### src/rtl/product_serializer_if.sv
// Load/serial-output bundle for product_serializer: the producer drives load/datain,
// the serializer returns ready and the framed serial stream.
interface product_serializer_if #(
  parameter int WIDTH = 16
);
  logic             load;
  logic [WIDTH-1:0] datain;
  logic             ready;
  logic             sout;
  logic             sout_valid;
  logic             frame_start;
  logic             done;

  modport master (output load, datain,
                  input  ready, sout, sout_valid, frame_start, done);
  modport slave  (input  load, datain,
                  output ready, sout, sout_valid, frame_start, done);
endinterface

### src/rtl/product_serializer.sv
// Serializes a captured product word with frame_start/done strobes.
// Define PRODUCT_SERIALIZER_PARITY_EN to append an even-parity bit after the data bits.
module product_serializer #(
  parameter int WIDTH     = 16,
  parameter bit MSB_FIRST = 1'b1
) (
  input  logic                  clk,
  input  logic                  reset_a,
  input  logic                  clk_ena,
  input  logic                  sclr_n,
  product_serializer_if.slave   bus
);
  localparam int CW = (WIDTH > 1) ? $clog2(WIDTH) : 1;
  localparam logic [CW-1:0] LAST = CW'(WIDTH - 1);

`ifdef PRODUCT_SERIALIZER_PARITY_EN
  typedef enum logic [1:0] {S_IDLE, S_SHIFT, S_PARITY, S_DONE} state_e;
`else
  typedef enum logic [1:0] {S_IDLE, S_SHIFT, S_DONE} state_e;
`endif

  state_e           state_q, state_d;
  logic [WIDTH-1:0] word_q, word_d;
  logic [CW-1:0]    cnt_q, cnt_d;
  logic             sout_q, sout_d;
  logic             vld_q, vld_d;
  logic             fs_q, fs_d;
  logic             done_q, done_d;
  logic             ready_q, ready_d;
  logic [CW-1:0]    idx;

  // The captured word is never shifted, so it stays intact for the parity bit.
  assign idx = MSB_FIRST ? (LAST - cnt_q) : cnt_q;

  always_comb begin
    state_d = state_q;
    word_d  = word_q;
    cnt_d   = cnt_q;
    sout_d  = 1'b0;
    vld_d   = 1'b0;
    fs_d    = 1'b0;
    done_d  = 1'b0;
    ready_d = 1'b0;
    case (state_q)
      S_IDLE: begin
        ready_d = 1'b1;
        if (bus.load && ready_q) begin
          word_d  = bus.datain;
          cnt_d   = '0;
          state_d = S_SHIFT;
          ready_d = 1'b0;
        end
      end
      S_SHIFT: begin
        sout_d = word_q[idx];
        vld_d  = 1'b1;
        fs_d   = (cnt_q == '0);
        if (cnt_q == LAST) begin
`ifdef PRODUCT_SERIALIZER_PARITY_EN
          state_d = S_PARITY;
`else
          state_d = S_DONE;
`endif
        end else begin
          cnt_d = cnt_q + 1'b1;
        end
      end
`ifdef PRODUCT_SERIALIZER_PARITY_EN
      S_PARITY: begin
        sout_d  = ^word_q;
        vld_d   = 1'b1;
        state_d = S_DONE;
      end
`endif
      S_DONE: begin
        done_d  = 1'b1;
        state_d = S_IDLE;
      end
      default: state_d = S_IDLE;
    endcase
  end

  // Synchronous clear wins over clk_ena and load, mirroring the async reset values.
  always_ff @(posedge clk or negedge reset_a) begin
    if (!reset_a) begin
      state_q <= S_IDLE;
      word_q  <= '0;
      cnt_q   <= '0;
      sout_q  <= 1'b0;
      vld_q   <= 1'b0;
      fs_q    <= 1'b0;
      done_q  <= 1'b0;
      ready_q <= 1'b1;
    end else if (!sclr_n) begin
      state_q <= S_IDLE;
      word_q  <= '0;
      cnt_q   <= '0;
      sout_q  <= 1'b0;
      vld_q   <= 1'b0;
      fs_q    <= 1'b0;
      done_q  <= 1'b0;
      ready_q <= 1'b1;
    end else if (clk_ena) begin
      state_q <= state_d;
      word_q  <= word_d;
      cnt_q   <= cnt_d;
      sout_q  <= sout_d;
      vld_q   <= vld_d;
      fs_q    <= fs_d;
      done_q  <= done_d;
      ready_q <= ready_d;
    end
  end

  assign bus.ready       = ready_q;
  assign bus.sout        = sout_q;
  assign bus.sout_valid  = vld_q;
  assign bus.frame_start = fs_q;
  assign bus.done        = done_q;
endmodule

### src/flat_wrapper.sv
// flat-port wrapper written by rule: the top's interface ports become plain ports
module product_serializer_flat 
#(
  parameter int WIDTH     = 16,
  parameter bit MSB_FIRST = 1'b1
)
  (clk, reset_a, clk_ena, sclr_n, bus_load, bus_datain, bus_ready, bus_sout, bus_sout_valid, bus_frame_start, bus_done);
  product_serializer_if #(.WIDTH(WIDTH)) bus_i ();
  input  logic clk;
  input  logic reset_a;
  input  logic clk_ena;
  input  logic sclr_n;
  input wire logic [$bits(bus_i.load)-1:0] bus_load;
  input wire logic [$bits(bus_i.datain)-1:0] bus_datain;
  output wire logic [$bits(bus_i.ready)-1:0] bus_ready;
  output wire logic [$bits(bus_i.sout)-1:0] bus_sout;
  output wire logic [$bits(bus_i.sout_valid)-1:0] bus_sout_valid;
  output wire logic [$bits(bus_i.frame_start)-1:0] bus_frame_start;
  output wire logic [$bits(bus_i.done)-1:0] bus_done;
  assign bus_i.load = bus_load;
  assign bus_i.datain = bus_datain;
  assign bus_ready = bus_i.ready;
  assign bus_sout = bus_i.sout;
  assign bus_sout_valid = bus_i.sout_valid;
  assign bus_frame_start = bus_i.frame_start;
  assign bus_done = bus_i.done;
  product_serializer #(.WIDTH(WIDTH), .MSB_FIRST(MSB_FIRST)) u_core (.clk(clk), .reset_a(reset_a), .clk_ena(clk_ena), .sclr_n(sclr_n), .bus(bus_i));
endmodule
### config.mk
export PLATFORM = sky130hd
export DESIGN_NAME = product_serializer_flat
export DESIGN_NICKNAME = d
export VERILOG_FILES = /design/src/rtl/product_serializer_if.sv /design/src/rtl/product_serializer.sv /design/src/flat_wrapper.sv
export SDC_FILE = /design/constraint.sdc
export NUM_CORES = 1
export LEC_CHECK = 0
export BUFFER_PORTS_ARGS = -buffer_cell sky130_fd_sc_hd__buf_2
export CORE_AREA = 5 5 49 72
export DETAILED_ROUTE_END_ITERATION = 8
export DIE_AREA = 0 0 54 77
export GPL_ROUTABILITY_DRIVEN = 0
export PLACE_DENSITY = 0.75
export SETUP_SLACK_MARGIN = 0.05
export SLEW_MARGIN = 5
export SYNTH_ARGS = -nofsm -noshare
export SYNTH_HDL_FRONTEND = slang
export SYNTH_SLANG_ARGS = --single-unit
### constraint.sdc
create_clock -name clk -period 1.45 [get_ports clk]
set_input_delay 0.145 -clock clk [delete_from_list [all_inputs] [get_ports clk]]
set_output_delay 0.145 -clock clk [all_outputs]
set_load 0.05 [all_outputs]
==> impl_metrics.tcl <==
set metrics [dict create \
    cp.arrival_ns 1.62 \
    power_per_cell_area_nw_per_um2 816 \
    yosysSeqAreaShare_pct 46.6 \
    io_buffers 25 \
    tritoncts "built" \
    max_cap_violations 0 \
    core-area_um2 2850 \
    min_period_ns 1.45 \
    outcome "complete, no violations" \
    max_freq_ghz 0.690 \
    drc 0 \
    cts.sinks 27 \
    slew_viol_final 0 \
    slowest_stage "dfrtp_1" \
    async_flop_share_pct 100 \
    min_to "u_core.word_q[15]$_DFFE_PN0P_" \
    multi_input_area_um2 738 \
    first_pass_iters 4 \
    place_ws_ns 0.0120 \
    viasPerCell 5.35 \
    dp.cells 216 \
    max_slew_margin_pct 60.9 \
    yosys_register_bits 27 \
    syn2layout_area_growth_pct 22.6 \
    antenna_found_initial 0 \
    whs_path_depth 3 \
    min_from "bus_datain[15]" \
    tns_ns 0 \
    synth.avg_cell_area_um2 9.69 \
    slowest_delay_ns 0.50 \
    final_cells 225 \
    cp_cell_sequence "a21oi_1 -> o21ai_2 -> buf_4 -> and3_1 -> mux2_2" \
    wire_per_inst_um 13.6 \
    rows 24 \
    fillers 253 \
    cts_buffers 3 \
    placed_cell_area_um2 1680 \
    final_hold_viol_count 0 \
    setup_viol 0 \
    syn-num-nets 173 \
    initial_utilization_pct 51.0 \
    fin_ws_ns 0.000408 \
    first_iter_violations 20 \
    rsz0062_at_grt "yes" \
    ys_types 41 \
    crit_required_ns 1.62 \
    crit-reg2reg-launch "u_core.state_q[0]$_DFFE_PN0P_" \
    gr-total-overflow 0 \
    total_leakage_power_nw 0.790 \
    peakVddDrop_mv 0.575 \
    worst_slew_pin_slew_ns 0.587 \
    critical_path_buf_inv_count 1 \
    regArea_um2 683 \
    grt_pass1_vias 1279 \
    wirelength_mm 3.05 \
    htreeDepth 1 \
    endpoint_kind "flip-flop" \
    hp-class "input port to flip-flop" \
    synthFlopType "dfrtp_1" \
    grt_first_pass_wirelength_mm 5.32 \
    final_antenna_net_count 0 \
    dr_total_vias 1204 \
    path_delay_family "flip-flops" \
    finClkSkew_ns 0.00893 \
    drive_above_1_share_pct 33.9 \
    critPathLaunch "u_core.state_q[0]$_DFFE_PN0P_" \
    cts_buffer_depth 2 \
    grt_use_total_pct 16.4 \
    num-nets-final 210 \
    grt_max_degree 28 \
    dpl.hpwl_mm 2.31 \
    die_h_um 77 \
    crit_path_max_fanout 8 \
    r2r_end "u_core.cnt_q[0]$_DFFE_PN0P_" \
    path_class "flip-flop to flip-flop" \
    die_w_um 54 \
    synth_warnings 0 \
    mappedNetlistArea_um2 1450 \
    cts-root-buf "clkbuf_8" \
    holdWs_ns 0.0934 \
    synthCells 150 \
    io_pins 26 \
    synth_edf_count 0 \
    finalCritPeriodShare_pct 100 \
    die_area_um2 4160 \
    rrSetupSlack_ns 0.0004 \
    clk_pin_slew_ns 0.09 \
    diodes 0 \
    insertion_delay_ns 0.27 \
    reg2regPathDepth 5 \
    fin_area_um2 1780 \
    critPathLaunchType "flip-flop" \
]
## report_power, final
group	total [mW]	leakage (nW)	internal, mW	switching [mW]
Sequential	0.806	0.364	0.783	0.0223
Combinational	0.226	0.402	0.0993	0.127
Clock	0.422	0.0228	0.197	0.226
## how the worst max path moves through the flow
stage                                         endpoint  slack [ns]  depth (start not counted)
after floorplan           u_core.word_q[0]$_DFFE_PN0P_       -0.08                          5
after global placement     u_core.cnt_q[0]$_DFFE_PN0P_        0.08                          4
after detailed placement  u_core.word_q[8]$_DFFE_PN0P_        0.01                          5
after CTS                 u_core.word_q[8]$_DFFE_PN0P_      -0.006                          5
after global routing      u_core.word_q[6]$_DFFE_PN0P_       -0.06                          5
final                      u_core.cnt_q[0]$_DFFE_PN0P_      0.0004                          5
## per-stage QoR
stage | power (mW) | util [%]
detailed placement | 1.03 | 59.0
global placement | 1.02 | 59.0
finish | 1.45 | 62.5
floorplan | 0.944 | -
CTS | 1.46 | 61.3
global route | 1.52 | 62.5
## cells in the mapped netlist, types with 2 or more instances
| library cell | number | share of area, % |
|---|---|---|
| nor2_1 | 7 | 1.8 |
| a21oi_1 | 4 | 1.4 |
| o21ai_0 | 4 | 1.4 |
| nor2b_1 | 2 | 0.86 |
| nand2_1 | 38 | 9.8 |
| dfrtp_1 | 26 | 45 |
| inv_1 | 3 | 0.77 |
| mux2_2 | 3 | 2.3 |
| ha_1 | 2 | 1.7 |
| a21boi_1 | 3 | 1.5 |
| a21boi_2 | 7 | 5.4 |
| nand3_1 | 5 | 1.7 |
| a22oi_1 | 2 | 1.0 |
| mux2i_1 | 7 | 4.8 |
| a21boi_0 | 8 | 4.1 |
| clkbuf_1 | 3 | 0.77 |
| nand3b_1 | 2 | 1.0 |
## state kept, by name (all words and copies together) (netlist names)
signal / cells
u_core.word_q: 16
u_core.cnt_q: 4
u_core.state_q: 2
u_core.bus.done: 1
u_core.bus.frame_start: 1
u_core.bus.ready: 1
u_core.bus.sout: 1
u_core.bus.sout_valid: 1
## cell usage in the layout (no fill, tap or decap), types with 3 or more instances in the layout
cell / count
mux2i_1: 7
o21ai_0: 3
clkbuf_8: 3
nand3_1: 5
mux2_2: 3
a21boi_2: 7
a21oi_1: 4
inv_1: 3
dfrtp_1: 24
a21boi_1: 9
buf_4: 10
nor2_1: 6
buf_2: 25
nand2_1: 37
## repair_timing
item,in CTS,in global routing
hold buffers,1,0
endpoints found under the setup margin,19,21
setup buffers,1,3
gates resized for setup,1,5
endpoints found under the hold margin,26,0
pin swaps,1,5
## kinds of logic after synthesis
group           share of synthesized area, %
fa+ha+maj                               1.72
mux                                     7.14
compound gates                          19.9
flops                                   46.6
simple gates                            20.9
buf+inv                                 3.79
## cell type report
type                    count  area share [%]
repair buffers             39            14.2
well taps                  39            2.74
inverters                   4           0.842
clock buffers               4            2.53
multi-input cells         112            41.4
flip-flops and latches     27            38.3
## worst min-delay path, stage by stage
cell	delay, ns
buf_2	0.09
nand2_1	0.05
a21boi_1	0.05
## layer usage
layer / GRT usage (%) / share of wire (%)
met1: 19.6 / 41
met2: 28.3 / 54
met3: 2.33 / 3.3
met4: 6.48 / 2.0
met5: 0 / 0
No activity file was read; power rests on OpenSTA's default activity.
